$ cat src/rtl/fetch_unit.sv
// fetch_unit: program counter and fetch control for a combinational instruction ROM.
// Sequences the PC from a start address, applies absolute or PC-relative branches
// through a writable jump-target table, stops on halt and counts retired instructions.
module fetch_unit #(
    parameter int PC_W  = 12,
    parameter int IDX_W = 5,
    parameter int CNT_W = 16
) (
    input  logic             Clk,
    input  logic             Reset,
    input  logic             Start,
    input  logic [PC_W-1:0]  StartAddr,
    input  logic             Stall,
    input  logic             Halt,
    input  logic             BranchEn,
    input  logic [IDX_W-1:0] BranchIdx,
    input  logic             BranchRel,
    input  logic             LutWe,
    input  logic [IDX_W-1:0] LutAddr,
    input  logic [PC_W-1:0]  LutData,
    output logic [PC_W-1:0]  InstAddress,
    output logic             Running,
    output logic             Done,
    output logic [CNT_W-1:0] InstCount
);

    localparam int LUT_N = 1 << IDX_W;

    localparam logic [1:0] S_IDLE = 2'd0;
    localparam logic [1:0] S_RUN  = 2'd1;
    localparam logic [1:0] S_DONE = 2'd2;

    logic [1:0]       state_q, state_d;
    logic [PC_W-1:0]  pc_q, pc_d;
    logic [CNT_W-1:0] cnt_q, cnt_d;
    logic [CNT_W-1:0] cnt_inc;
    logic [PC_W-1:0]  lut_entry;

    // Kept in flops rather than RAM: reset must clear every entry at once.
    logic [PC_W-1:0]  lut_q [LUT_N];

    // Read side sees the pre-edge contents, so a same-cycle write is not forwarded.
    assign lut_entry = lut_q[BranchIdx];

    // Retired-instruction counter sticks at its maximum instead of wrapping.
    assign cnt_inc = (&cnt_q) ? cnt_q : cnt_q + CNT_W'(1);

    // Jump-target table: cleared by reset, otherwise one entry written per edge.
    always_ff @(posedge Clk) begin
        if (!Reset) begin
            for (int i = 0; i < LUT_N; i++) begin
                lut_q[i] <= '0;
            end
        end else if (LutWe) begin
            lut_q[LutAddr] <= LutData;
        end
    end

    // Next-state selection: halt beats branch beats sequential; stall freezes everything.
    always_comb begin
        state_d = state_q;
        pc_d    = pc_q;
        cnt_d   = cnt_q;
        case (state_q)
            S_RUN: begin
                if (!Stall) begin
                    cnt_d = cnt_inc;
                    if (Halt) begin
                        state_d = S_DONE;
                    end else if (BranchEn) begin
                        // Relative entries are two's complement; the PC-width add wraps naturally.
                        pc_d = BranchRel ? (pc_q + lut_entry) : lut_entry;
                    end else begin
                        pc_d = pc_q + PC_W'(1);
                    end
                end
            end
            default: begin
                // IDLE and DONE both (re)start on Start; the unused encoding behaves like IDLE.
                if (Start) begin
                    state_d = S_RUN;
                    pc_d    = StartAddr;
                    cnt_d   = '0;
                end
            end
        endcase
    end

    // State, PC and counter registers.
    always_ff @(posedge Clk) begin
        if (!Reset) begin
            state_q <= S_IDLE;
            pc_q    <= '0;
            cnt_q   <= '0;
        end else begin
            state_q <= state_d;
            pc_q    <= pc_d;
            cnt_q   <= cnt_d;
        end
    end

    assign InstAddress = pc_q;
    assign InstCount   = cnt_q;
    assign Running     = (state_q == S_RUN);
    assign Done        = (state_q == S_DONE);

endmodule
$ cat config.mk
export PLATFORM = sky130hd
export DESIGN_NAME = fetch_unit
export DESIGN_NICKNAME = d
export VERILOG_FILES = /design/src/rtl/fetch_unit.sv
export SDC_FILE = /design/constraint.sdc
export NUM_CORES = 1
export LEC_CHECK = 0
export CORE_MARGIN = 8
export CORE_UTILIZATION = 60
export CTS_BUF_LIST = sky130_fd_sc_hd__clkbuf_8
export DETAILED_ROUTE_END_ITERATION = 10
export GPL_TIMING_DRIVEN = 1
export PLACE_DENSITY_LB_ADDON = 0.3
export SLEW_MARGIN = 40
export SYNTH_ARGS = -nofsm -noshare
export SYNTH_HDL_FRONTEND = slang
export SYNTH_SLANG_ARGS = --single-unit
$ cat constraint.sdc
create_clock -name Clk -period 7.2 [get_ports Clk]
set_input_delay 1.08 -clock Clk [delete_from_list [all_inputs] [get_ports Clk]]
set_output_delay 1.08 -clock Clk [all_outputs]
set_load 0.01 [all_outputs]
==> flow_summary.yaml <==
routing:
  drt-pass1-iter-count: 7
  wl_per_cell_um: 25.61
  routed_wl_um: 51400
  drt_iter0_drc: 1350
  drc: 0
  vias: 12625
  ant_nets: 0
  viasPerCell: 6.290
final_layout:
  diodes: 0
  final_cells: 2007
  final_common_cell: "and2_1"
  final_cell_mix: "and2_1 (387), edfxtp_1 (384), mux4_2 (90)"
  finalNetCount: 1562
  area_delta_synth_final_pct: 11.95
  drive_above_1_share_pct: 16.87
grt:
  grt_max_degree: 55
  grt_antenna_before_repair: 1
  grt.overflow.total: 0
  grt_pass1_vias: 12422
  grt_pass1_wl_um: 77380
  track_usage_pct: 26.41
synth:
  syn_inst: 1441
  synthMuxAreaShare_pct: 13.73
  syn_avg_cell_area_um2: 13.96
  synth-edff-count: 384
  netlist-cell-type-count: 68
  synth_seq_area_share_pct: 60.31
  synth-main-ff-cell: "edfxtp_1"
  yosys.area_share.adder_pct: 0.9081
  synth_fp_nets: 1497
  synth.yosys.warnings: 0
  synth-seq-cells: 414
  synth_top_family_by_area: "simple AND/OR/NAND/NOR gates"
  netlist_area_um2: 20120
  synthSimpleGateAreaFrac_pct: 16.81
  async_flop_share_pct: 0
  synth_compound_area_share_pct: 4.317
  synthXorXnorAreaFrac_pct: 0.9579
placement:
  gp_congestion: 0.8601
  portBuffers: 71
  dp.cells: 1884
  dpl.hpwl_um: 33170
  pre_cts_ws_ps: 1857
power_and_ir_drop:
  cellPowerDensity_nw_per_um2: 235.6
  ir_drop_mv: 0.1182
  power.leakage_nw: 7.906
die:
  fp.dieArea_um2: 39640
  rows: 67
  dieWidth_um: 199.1
  io_pins: 72
  core_um2: 33280
  die_h_um: 199.1
  initial_core_util_pct: 60.44
sta:
  max_freq_mhz: 208.8
  worst_pin_slew_ps: 877.2
  skew_ps: 27.02
  rsz0062_at_grt: "false"
  finalCriticalPeriod_ps: 4790
  slew_violations: 0
  setup_viol: 0
  fin_tns_setup_ps: 0
  setup_slack_ps: 2410
  finalCritPeriodShare_pct: 66.53
  finalHoldViolations: 0
  slew_headroom_pct: 41.30
min_path:
  holdPathStages: 2
  hold_path_class: "reg -> reg"
setup_path:
  critical_path_required_ps: 7660
  endpoint_kind: "register"
  start_kind: "input pin"
  critical_path.max_fanout: 51
  worstRegToRegCells: 11
  critical_path_class: "in -> reg"
  crit_arrival_ps: 5250
clock_network:
  postCtsSetupBuffers: 0
  clock_latency_ps: 590
  clockBufferDepth: 3
  cts_tree: "yes"
  clk_pin_slew_ps: 60
  cts_root_buf: "clkbuf_8"
  numCtsBuffers: 68
  cts.sinks: 414
  postCtsHoldBufs: 0
  ctsHtreeMaxLevel: 3
  cts_resized: 0
outcome:
  status: "finished, final reports clean"
run:
  maxCapViolCount: 0
-- metal layers --
| layer | global-route usage, % | vias to the layer above | part of all wire (%) |
|---|---|---|---|
| met5 | 0 | - | 0.025 |
| met4 | 9.031 | 2 | 2.9 |
| met2 | 42.29 | 724 | 48 |
| met3 | 6.534 | 102 | 11 |
| met1 | 35.19 | 6330 | 38 |
| li1 | - | 5467 | - |
-- registers in the layout, summed over array words and instances (netlist names) --
name,flops
state_q,2
InstAddress,12
InstCount,16
lut_q,384
-- power breakdown --
| part | internal (mW) | switching, mW |
|---|---|---|
| clock | 1.01 | 0.914 |
| combinational | 0.238 | 0.342 |
| sequential | 2.75 | 0.0512 |
| total | 4.00 | 1.31 |
-- worst paths after layout --
kind | from | endpoint | slack (ps)
worst max-delay path | BranchIdx[0] | InstAddress[9] | 2410
worst min-delay path | state_q[1] | state_q[1] | 490
worst max register to register | lut_q[22][0] | InstAddress[9] | 3460
worst min register to register | state_q[1] | state_q[1] | 490
-- critical path, stage by stage --
cell,delay [ps]
buf_6,470
buf_4,420
mux4_2,560
mux4_2,530
mux2_2,300
ha_1,360
a21oi_1,200
nand2_1,120
o211a_1,280
o2111a_1,240
a311o_1,340
a41o_1,230
-- cell type report --
cell class	count	area [um^2]
Clock buffer	73	1005
Clock inverter	50	260.3
Fill cell	2324	10760
Inverter	16	60.06
Multi-Input combinational cell	893	7501
Sequential cell	414	12130
Tap cell	448	560.5
Timing Repair Buffer	113	1002
-- cell families after synthesis --
kind of cell             count (synthesis)
multiplexers                           138
flip-flops                             414
AND/OR/NAND/NOR                        586
buffers and inverters                  134
AO/OA/AOI/OAI                          133
XOR/XNOR                                22
adder cells (fa/ha/maj)                 14
-- stage by stage --
| step | power (mW) | hold WS, ps | utilization, % | instance area, um^2 |
|---|---|---|---|---|
| 3_5_place_dp | 3.421 | 483.2 | 63.80 | 21230 |
| 6_report | 5.305 | 494.6 | 67.67 | 22520 |
| 4_1_cts | 5.322 | 491.3 | 67.60 | 22500 |
| 2_1_floorplan | 3.192 | 464.4 | - | 20120 |
| 3_3_place_gp | 3.405 | 479.7 | 63.64 | 21180 |
| 5_1_grt | 5.477 | 531.5 | 67.67 | 22520 |
-- synth_stat cells (all sizes together), types with 2 or more instances --
| cell | count | area, um^2 |
|---|---|---|
| o21ai | 43 | 215.2 |
| dfxtp | 30 | 600.6 |
| nand2 | 39 | 146.4 |
| edfxtp | 384 | 11530 |
| o21a | 3 | 22.52 |
| a31oi | 3 | 18.77 |
| a2111oi | 3 | 33.78 |
| or3b | 2 | 17.52 |
| nor4 | 4 | 25.02 |
| and4 | 3 | 26.28 |
| a311o | 2 | 20.02 |
| mux4 | 105 | 2421 |
| nor2 | 72 | 270.3 |
| nand4b | 2 | 17.52 |
| inv | 14 | 52.55 |
| a22oi | 5 | 37.54 |
| and2 | 387 | 2421 |
| nor3 | 8 | 40.04 |
| a21oi | 25 | 125.1 |
| o211ai | 9 | 67.56 |
| clkbuf | 94 | 352.8 |
| mux2 | 9 | 101.4 |
| nand4 | 8 | 50.05 |
| mux2i | 24 | 240.2 |
| a211oi | 13 | 97.59 |
| nor2b | 5 | 31.28 |
| or3 | 8 | 50.05 |
| or2 | 2 | 12.51 |
| a21boi | 2 | 15.01 |
| clkinv | 2 | 7.510 |
| nand3b | 5 | 37.54 |
| buf | 24 | 182.7 |
| xor2 | 6 | 52.55 |
| nand3 | 30 | 150.1 |
| and3 | 2 | 12.51 |
| a21o | 3 | 22.52 |
| ha | 13 | 162.7 |
| o221ai | 4 | 41.29 |
| xnor2 | 16 | 140.1 |
| nand2b | 4 | 25.02 |
| o22ai | 4 | 25.02 |
| nor4b | 2 | 23.77 |
Power figures use the tool's default switching activity.
